**src/rtl/alarm_clock_pkg.sv**
```systemverilog
`default_nettype none
// ============================================================================
// Package     : alarm_clock_pkg
// Description : Shared types and constants for the alarm-clock button path:
//               debounce state encoding, default timing constants and
//               button channel index names.
// Revision    : 1.0 - initial release
// ============================================================================
package alarm_clock_pkg;

  // Debounce FSM state width and encoding
  localparam int unsigned DB_STATE_W = 2;

  typedef enum logic [DB_STATE_W-1:0] {
    DB_IDLE   = 2'd0,  // stable released, level 0
    DB_CHK_HI = 2'd1,  // candidate press being qualified, level 0
    DB_HELD   = 2'd2,  // stable pressed, level 1
    DB_CHK_LO = 2'd3   // candidate release being qualified, level 1
  } db_state_e;

  // Default timing at 100 MHz
  localparam int unsigned DEF_NUM_BTNS     = 5;
  localparam int unsigned DEF_DB_CYCLES    = 1000000;   // 10 ms
  localparam int unsigned DEF_CNT_W        = 20;
  localparam int unsigned DEF_REPEAT_DELAY = 50000000;  // 500 ms
  localparam int unsigned DEF_REPEAT_RATE  = 20000000;  // 200 ms

  // Button channel indices on the btn_* vectors
  localparam int unsigned BTN_SET    = 0;
  localparam int unsigned BTN_HR     = 1;
  localparam int unsigned BTN_MIN    = 2;
  localparam int unsigned BTN_ALARM  = 3;
  localparam int unsigned BTN_SNOOZE = 4;

  // Debounced level implied by a state: 1 while pressed or qualifying release
  function automatic logic db_state_is_high(input db_state_e s);
    return (s == DB_HELD) || (s == DB_CHK_LO);
  endfunction

endpackage : alarm_clock_pkg
`default_nettype wire

```
**src/rtl/debounce_channel.sv**
```systemverilog
`default_nettype none
// ============================================================================
// Module      : debounce_channel
// Description : Single-button debouncer. A four-state FSM qualifies each
//               level change over DB_CYCLES consecutive samples and emits a
//               registered level plus one-cycle press/release pulses.
//               Optional macro AUTOREPEAT_EN adds a hold-to-repeat timer that
//               re-pulses press while the button stays down.
// Revision    : 1.0 - initial release
// ============================================================================
module debounce_channel
  import alarm_clock_pkg::*;
#(
  parameter int unsigned DB_CYCLES    = DEF_DB_CYCLES,
  parameter int unsigned CNT_W        = DEF_CNT_W
`ifdef AUTOREPEAT_EN
  ,
  parameter int unsigned REPEAT_DELAY = DEF_REPEAT_DELAY,
  parameter int unsigned REPEAT_RATE  = DEF_REPEAT_RATE
`endif
) (
  input  logic clk,
  input  logic rst_n,
  input  logic btn_i,
  output logic level_o,
  output logic press_o,
  output logic release_o
);

  localparam logic [CNT_W-1:0] CNT_ONE  = CNT_W'(1);
  localparam logic [CNT_W-1:0] CNT_LAST = CNT_W'(DB_CYCLES - 1);

  db_state_e        state_q, state_d;
  logic [CNT_W-1:0] cnt_q, cnt_d;

  logic level_q, level_d;
  logic press_q, press_d;
  logic release_q, release_d;

  // Qualification complete on this edge (stable for DB_CYCLES samples)
  logic w_accept_hi;
  logic w_accept_lo;
  logic w_repeat_fire;

  assign w_accept_hi = (state_q == DB_CHK_HI) &&  btn_i && (cnt_q == CNT_LAST);
  assign w_accept_lo = (state_q == DB_CHK_LO) && !btn_i && (cnt_q == CNT_LAST);

  // State and qualification counter registers
  always_ff @(posedge clk or negedge rst_n) begin
    if (!rst_n) begin
      state_q <= DB_IDLE;
      cnt_q   <= '0;
    end else begin
      state_q <= state_d;
      cnt_q   <= cnt_d;
    end
  end

  // Next state: any disagreeing sample aborts a qualification and returns
  // to the stable state; the counter is reloaded on every transition so it
  // can never run past DB_CYCLES-1.
  always_comb begin
    state_d = state_q;
    cnt_d   = cnt_q;
    case (state_q)
      DB_IDLE: begin
        if (btn_i) begin
          state_d = DB_CHK_HI;
          cnt_d   = CNT_ONE;
        end
      end
      DB_CHK_HI: begin
        if (!btn_i) begin
          state_d = DB_IDLE;
          cnt_d   = '0;
        end else if (cnt_q == CNT_LAST) begin
          state_d = DB_HELD;
          cnt_d   = '0;
        end else begin
          cnt_d = cnt_q + CNT_ONE;
        end
      end
      DB_HELD: begin
        if (!btn_i) begin
          state_d = DB_CHK_LO;
          cnt_d   = CNT_ONE;
        end
      end
      DB_CHK_LO: begin
        if (btn_i) begin
          state_d = DB_HELD;
          cnt_d   = '0;
        end else if (cnt_q == CNT_LAST) begin
          state_d = DB_IDLE;
          cnt_d   = '0;
        end else begin
          cnt_d = cnt_q + CNT_ONE;
        end
      end
      default: begin
        state_d = DB_IDLE;
        cnt_d   = '0;
      end
    endcase
  end

`ifdef AUTOREPEAT_EN
  // Repeat timer sized for the longer of the two repeat intervals
  localparam int unsigned RPT_MAX = (REPEAT_DELAY > REPEAT_RATE) ? REPEAT_DELAY : REPEAT_RATE;
  localparam int unsigned RPT_W   = $clog2(RPT_MAX) + 1;

  localparam logic [RPT_W-1:0] RPT_ONE        = RPT_W'(1);
  localparam logic [RPT_W-1:0] RPT_FIRST_LAST = RPT_W'(REPEAT_DELAY - 1);
  localparam logic [RPT_W-1:0] RPT_NEXT_LAST  = RPT_W'(REPEAT_RATE - 1);

  logic [RPT_W-1:0] rpt_cnt_q, rpt_cnt_d;
  logic             rpt_phase_q, rpt_phase_d;  // 0: waiting first repeat, 1: periodic
  logic             w_rpt_active;
  logic             w_rpt_hit;

  // Timer only runs while the debounced level is high; a CHK_LO->HELD bounce
  // keeps it running because state_q stays in the high pair.
  assign w_rpt_active = db_state_is_high(state_q);
  assign w_rpt_hit    = w_rpt_active &&
                        (rpt_cnt_q == (rpt_phase_q ? RPT_NEXT_LAST : RPT_FIRST_LAST));
  // An accepted release on the same edge suppresses the repeat pulse
  assign w_repeat_fire = w_rpt_hit && !w_accept_lo;

  // Repeat timer next state: restart on accepted press, reload after each hit
  always_comb begin
    rpt_cnt_d   = rpt_cnt_q;
    rpt_phase_d = rpt_phase_q;
    if (w_accept_hi) begin
      rpt_cnt_d   = '0;
      rpt_phase_d = 1'b0;
    end else if (w_rpt_active) begin
      if (w_rpt_hit) begin
        rpt_cnt_d   = '0;
        rpt_phase_d = 1'b1;
      end else begin
        rpt_cnt_d = rpt_cnt_q + RPT_ONE;
      end
    end
  end

  // Repeat timer registers
  always_ff @(posedge clk or negedge rst_n) begin
    if (!rst_n) begin
      rpt_cnt_q   <= '0;
      rpt_phase_q <= 1'b0;
    end else begin
      rpt_cnt_q   <= rpt_cnt_d;
      rpt_phase_q <= rpt_phase_d;
    end
  end
`else
  assign w_repeat_fire = 1'b0;
`endif

  // Output decode: level follows the next state, pulses mark accepted edges
  always_comb begin
    level_d   = db_state_is_high(state_d);
    press_d   = w_accept_hi | w_repeat_fire;
    release_d = w_accept_lo;
  end

  // Registered outputs
  always_ff @(posedge clk or negedge rst_n) begin
    if (!rst_n) begin
      level_q   <= 1'b0;
      press_q   <= 1'b0;
      release_q <= 1'b0;
    end else begin
      level_q   <= level_d;
      press_q   <= press_d;
      release_q <= release_d;
    end
  end

  assign level_o   = level_q;
  assign press_o   = press_q;
  assign release_o = release_q;

endmodule : debounce_channel
`default_nettype wire

```
**src/rtl/button_debouncer.sv**
```systemverilog
`default_nettype none
// ============================================================================
// Module      : button_debouncer
// Description : NUM_BTNS independent button debouncers for the alarm clock.
//               Inputs are already synchronized; outputs are a debounced
//               level and one-cycle press/release pulses per button.
//               Optional macro AUTOREPEAT_EN enables hold-to-repeat press
//               pulses after REPEAT_DELAY, then every REPEAT_RATE cycles.
// Revision    : 1.0 - initial release
// ============================================================================
module button_debouncer
  import alarm_clock_pkg::*;
#(
  parameter int unsigned NUM_BTNS     = DEF_NUM_BTNS,
  parameter int unsigned DB_CYCLES    = DEF_DB_CYCLES,
  parameter int unsigned CNT_W        = DEF_CNT_W,
  parameter int unsigned REPEAT_DELAY = DEF_REPEAT_DELAY,
  parameter int unsigned REPEAT_RATE  = DEF_REPEAT_RATE
) (
  input  logic                clk,
  input  logic                rst_n,
  input  logic [NUM_BTNS-1:0] btn_sync,
  output logic [NUM_BTNS-1:0] btn_level,
  output logic [NUM_BTNS-1:0] btn_press,
  output logic [NUM_BTNS-1:0] btn_release
);

  // Elaboration-time sanity checks on the timing parameters
  if (DB_CYCLES < 2) begin : g_bad_db_cycles
    $error("button_debouncer: DB_CYCLES must be at least 2");
  end
  if ((64'd1 << CNT_W) <= 64'(DB_CYCLES)) begin : g_bad_cnt_w
    $error("button_debouncer: CNT_W too narrow for DB_CYCLES");
  end
  if ((REPEAT_DELAY < 1) || (REPEAT_RATE < 1)) begin : g_bad_repeat
    $error("button_debouncer: REPEAT_DELAY and REPEAT_RATE must be nonzero");
  end

  // One fully independent debouncer per button
  for (genvar gi = 0; gi < NUM_BTNS; gi++) begin : g_chan
    debounce_channel #(
      .DB_CYCLES    (DB_CYCLES),
      .CNT_W        (CNT_W)
`ifdef AUTOREPEAT_EN
      ,
      .REPEAT_DELAY (REPEAT_DELAY),
      .REPEAT_RATE  (REPEAT_RATE)
`endif
    ) u_chan (
      .clk       (clk),
      .rst_n     (rst_n),
      .btn_i     (btn_sync[gi]),
      .level_o   (btn_level[gi]),
      .press_o   (btn_press[gi]),
      .release_o (btn_release[gi])
    );
  end

endmodule : button_debouncer
`default_nettype wire

```
**config.mk**
```make
export PLATFORM = sky130hd
export DESIGN_NAME = button_debouncer
export DESIGN_NICKNAME = d
export VERILOG_FILES = /design/src/rtl/alarm_clock_pkg.sv /design/src/rtl/debounce_channel.sv /design/src/rtl/button_debouncer.sv
export SDC_FILE = /design/constraint.sdc
export NUM_CORES = 1
export LEC_CHECK = 0
export ABC_AREA = 1
export CORE_UTILIZATION = 55
export CTS_BUF_LIST = sky130_fd_sc_hd__clkbuf_8 sky130_fd_sc_hd__clkbuf_16
export DETAILED_ROUTE_END_ITERATION = 10
export PLACE_DENSITY_LB_ADDON = 0.12
export SLEW_MARGIN = 20
export SYNTH_ARGS = -nofsm -noshare
export SYNTH_HDL_FRONTEND = slang
export SYNTH_HIERARCHICAL = 1
export SYNTH_SLANG_ARGS = --single-unit
```
**constraint.sdc**
```tcl
create_clock -name clk -period 3.6 [get_ports clk]
set_input_delay 0.72 -clock clk [delete_from_list [all_inputs] [get_ports clk]]
set_output_delay 0.72 -clock clk [all_outputs]
set_load 0.005 [all_outputs]
```
# Word level (Yosys, flattened, before mapping)
# Index checks and enable logic that the tools add are counted.
# classes
addsub,5
mul,0
n_div,0
order_cmp,0
n_eq_ne,40
n_shift,0
mux,65
n_bitwise,0
n_reduce_logical,40
# op_table
op,n
$mux 20,25
$pmux 20 s4,5
$add 20x1->20 const B,5
$eq 20x20->1 const B,5
$mux 2,30
$eq 2x2->1 const B,20
$pmux 2 s4,5
$logic_and 1x1->1,20
$ne 2x2->1 const B,10
$eq 2x1->1 const B,5
$logic_not 2->1,5
$reduce_and 2->1,5
$logic_not 1->1,5
$logic_or 1x1->1,5
# word_totals
ff_bits,125
latchBits,0
ram_bits,0
mem_bits_ro,0
input_bits,7
output_inout_bits,15
word_cells,175
memories,0

# Longest topological paths before layout
# depth
ltp_word,6
ltp_mapped,10
mapped_depth_nobuf,10

# Hierarchy
# Netlist, hierarchy kept.
# modules_own_cells
mod,n_inst,cells_per_inst,area_per_inst_um2,seq_area_each_um2
debounce_channel (g_chan[0].u_chan ...),4,202,1510.2,625.6
debounce_channel (g_chan[4].u_chan),1,211,1515.2,625.6

# Worst setup path before layout
# No wires, ideal clock.
# synth_timing
path_kind,input to register
start,input btn_sync[0]
end,register g_chan[0].u_chan.cnt_q[3]
setup_ps,120
arrival_time_ps,1397
t_required_ps,3480
setup_slack_ps,2083
path_stages,8
path_buffers,0
cell_sequence,inv_1 -> nand2_1 -> nand2_1 -> nor2_4 -> inv_2 -> nand2_1 -> xor2_1 -> nor2_1
# synth_via
elab_chain_len,2
elab_cells_between_ends,6
classes_between,eq/ne (2); mux (3); reduce/logical (1)
# synth_lines
item,line,text
"start, declared",button_debouncer.sv:22,"input logic [NUM_BTNS-1:0] btn_sync,"
"$mux 20, or another cell as far along",debounce_channel.sv:90,if (btn_i) begin
$pmux 20 s4 or $reduce_and 2->1 (tied branches),-,
"end signal, assigned",debounce_channel.sv:55,cnt_q <= cnt_d;
"end, declared",debounce_channel.sv:34,"logic [CNT_W-1:0] cnt_q, cnt_d;"
# Parallel ways exist; a longest one is shown, timed or not.
# A chain may end at the register's enable or synchronous reset.

# Worst setup path in the final report
# layout_timing
start,register g_chan[1].u_chan.level_q
end,output btn_level[1]
# layout_rtl
item,line,text
"start, declared",debounce_channel.sv:36,"logic level_q, level_d;"
"start signal, assigned",debounce_channel.sv:174,level_q <= level_d;
"end, declared",button_debouncer.sv:23,"output logic [NUM_BTNS-1:0] btn_level,"
# No word-level cell between the ends.

==> metrics.md <==
| Metric | Value |
|---|---|
| Status | complete, no violations |
| Crit path largest cell delay | 520 ps |
| CP Cell Sequence | clkdlybuf4s50_1 |
| CP Data Required Time | 2880 ps |
| Crit share post-route | 54.8% |
| Layout Utilization | 64.2% |
| Syn avg cell area | 7.42 sq um |
| Sequential cell area fraction in the yosys report | 41.4% |
| Fmax | 507 MHz |
| Number of max-cap violations | 0 |
| DP Wirelength | 10,800 um |
| Crit Path Max Fanout | 1 |
| Tightest Pin Transition | 878 ps |
| Post-CTS setup buffer count | 0 |
| PwrDens | 409 nW/um^2 |
| Die area | 14,200 sq um |
| Placer Congestion | 0.830 |
| Initial antenna violation count | 0 |
| Crit Path Class | reg -> out |
| CP Launch Type | flop |
| TritonCTS clock tree | done |
| Die height | 119 um |
| CTS Buf Count | 17 |
| Final setup viols | 0 |
| CTS Root Cell | clkbuf_16 |
| Largest net degree at the start of global routing | 112 |
| CP Depth | 1 |
| Routed vias/inst | 5.15 |
| Row cnt | 42 |
| Clock Sinks | 125 |
| Syn Std Cell Area | 7560 sq um |
| Setup TNS | 0 ps |
| Syn_nets | 1,031 |
| Final min period | 1970 ps |
| Hold Fails Final Rpt | 0 |
| CTS H-tree lvls | 4 |
| DRC viols | 0 |
| Layout cells sized above 1 | 12.8% |
| Buf+Inv Stages, Crit Path | 1 |
| Count of different cell masters after synthesis | 28 |
| Total track usage | 24.0% |
| Worst setup path end | btn_level[1] |
| Reg-to-reg critical path startpoint | g_chan[1].u_chan/cnt_q[0] |
| R2R Path End | g_chan[1].u_chan/cnt_q[2] |
| Worst rel slew slack | 41.5% |
| Die extent in x | 119 um |
| Inserted Diodes | 0 |
| Post-Route WL | 15,600 um |
| Number of global-route vias before repair | 6,152 |
| Leak pwr | 3.79 nW |
| Slowest-stage cell, CP | clkdlybuf4s50_1 |
| Setup crit end kind | primary output |
| Antenna violation net count after detailed routing | 0 |
| Reg-to-reg slack, setup | 1980 ps |
| Clk slew on worst S/H paths | 60 ps |
| Yosys warns | 6 |
| Worst Hold Class | in -> async |
| DR WL/cell | 12.7 um |
| TritonRoute pass-1 iters | 5 |
| Crit path max-delay family | buffers and inverters |
| Post-Syn Instances | 1,019 |
| Slew Limit Fails | 0 |
| CP arrival | 1250 ps |
| Overall power | 3.49 mW |
| Number of synthesized register bits | 125 |
| Max VDD drop | 315 uV |
| Worst Setup SP | g_chan[1].u_chan/level_o |
| Hold buffers post-CTS | 0 |
| Worst-skew pair later-pin latency | 420 ps |
| P&R area growth vs syn | 13.0% |
| Max Buffers Root-to-Sink | 2 |
| R2R cell count | 8 |
| Core area | 13,300 sq um |
| Port bufs | 21 |
| GRT overflow | 0 |
| Starting Density | 56.8% |
| Via count | 6,336 |
| Iteration-0 DRC count of the detailed router | 283 |
| Clk_skew | 7.72 ps |
| Top Ports | 22 |
| Resized Gates After CTS | 0 |
| Unrepaired setup endpoints after global routing | no |
| First-pass GRT wire length | 27,400 um |
| Final #Nets | 1,053 |
per-stage QoR:
step	instance area, sq um	cells	setup WS (ps)	hold WS [ps]
5_1_grt	8540	1230	1520	511
3_3_place_gp	7890	1198	1290	493
2_1_floorplan	7560	1019	2080	424
4_1_cts	8540	1230	1590	496
3_5_place_dp	7890	1198	1220	502
6_report	8540	1230	1630	384
where the power goes:
| part | internal, mW | total [mW] | switching (mW) | leakage, nW |
|---|---|---|---|---|
| registers | 1.43 | 1.45 | 0.0257 | 1.72 |
| logic | 0.0525 | 0.168 | 0.115 | 1.75 |
| clock network | 1.26 | 1.87 | 0.613 | 0.321 |
| total | 2.74 | 3.49 | 0.754 | 3.79 |
layout by cell type (no fill, tap or decap), types with 2 or more instances in the layout:
master	count
nand2_1	299
nor3_1	13
inv_4	4
a31oi_1	4
nand3b_1	6
clkdlybuf4s50_1	20
nand2_4	4
inv_1	111
or2_2	5
xnor2_1	14
inv_2	18
nor2_4	24
clkinv_2	4
nor2_2	25
o21bai_1	15
ha_1	5
o22ai_1	15
nand4_1	14
a21oi_1	4
clkbuf_16	17
clkinvlp_4	2
xor2_1	34
nand3_2	10
bufinv_16	5
nand3_1	106
clkbuf_8	3
dfrtp_1	125
o21ai_0	11
nor2_1	94
o21ai_1	29
nand2_2	12
cell families (layout without fill, tap and decap cells):
logic type	Yosys count	count (layout)	synth area share (%)
buf+inv	151	186	8.10
flops	125	125	41.4
fa+ha+maj	5	5	0.828
compound gates	78	78	5.98
xor+xnor	48	48	5.56
simple gates	612	612	38.1
Yosys cell counts:
master	instances	area, sq um
nand3_1	106	531
o22ai_1	15	93.8
buf_2	15	75.1
nand4_1	14	87.6
nand3_2	10	100
xnor2_1	14	123
nor2_1	94	353
nor3_1	13	65.1
nand3b_1	6	45.0
dfrtp_1	125	3130
nand2_1	299	1120
inv_1	109	409
nor2_2	25	156
or2_2	5	31.3
o21ai_1	29	145
a21oi_1	4	20.0
buf_4	4	30.0
inv_4	4	25.0
nand2_4	4	45.0
nor2_4	24	270
a31oi_1	4	25.0
xor2_1	34	298
ha_1	5	62.6
o21ai_0	11	55.1
inv_2	18	67.6
clkinv_2	1	5.00
nand2_2	12	75.1
o21bai_1	15	113
area by class of cell:
cell class | instances | area (sq um)
clock buffers | 19 | 453
clock inverters | 13 | 196
inverters | 132 | 507
well taps | 176 | 220
repair buffers | 22 | 221
fillers | 1208 | 4750
flip-flops and latches | 125 | 3130
multi-input cells | 743 | 3820
metal layers:
layer  part of all wire [%]  routed length [um]  global-route usage, %  up-vias
met1                     45                7090                   30.0     2934
met5                      0                   0                      0        -
met2                     49                7680                   41.3      111
met3                    3.6                 559                   3.64       24
li1                       -                   -                      -     3267
met4                    1.7                 269                   10.4        0
flip-flops by register name, summed over array words and instances, names as in the netlist:
| name | flops |
|---|---|
| g_chan.u_chan/level_o | 5 |
| g_chan.u_chan/release_o | 5 |
| g_chan.u_chan/cnt_q | 100 |
| g_chan.u_chan/state_q | 10 |
| g_chan.u_chan/press_o | 5 |
worst min-delay path by stage:
stage                                           from                          to  slack [ps]  cells after the start
after CTS                                      rst_n    g_chan[4].u_chan/press_o         500                      1
after floorplan                                rst_n   g_chan[0].u_chan/cnt_q[0]         420                      0
after global routing                           rst_n  g_chan[1].u_chan/cnt_q[14]         510                      1
after global placement    g_chan[1].u_chan/cnt_q[15]  g_chan[1].u_chan/cnt_q[15]         490                      2
final                                          rst_n  g_chan[1].u_chan/cnt_q[14]         380                      1
after detailed placement  g_chan[3].u_chan/cnt_q[15]  g_chan[3].u_chan/cnt_q[15]         500                      2
No activity file was read; power rests on OpenSTA's default activity.
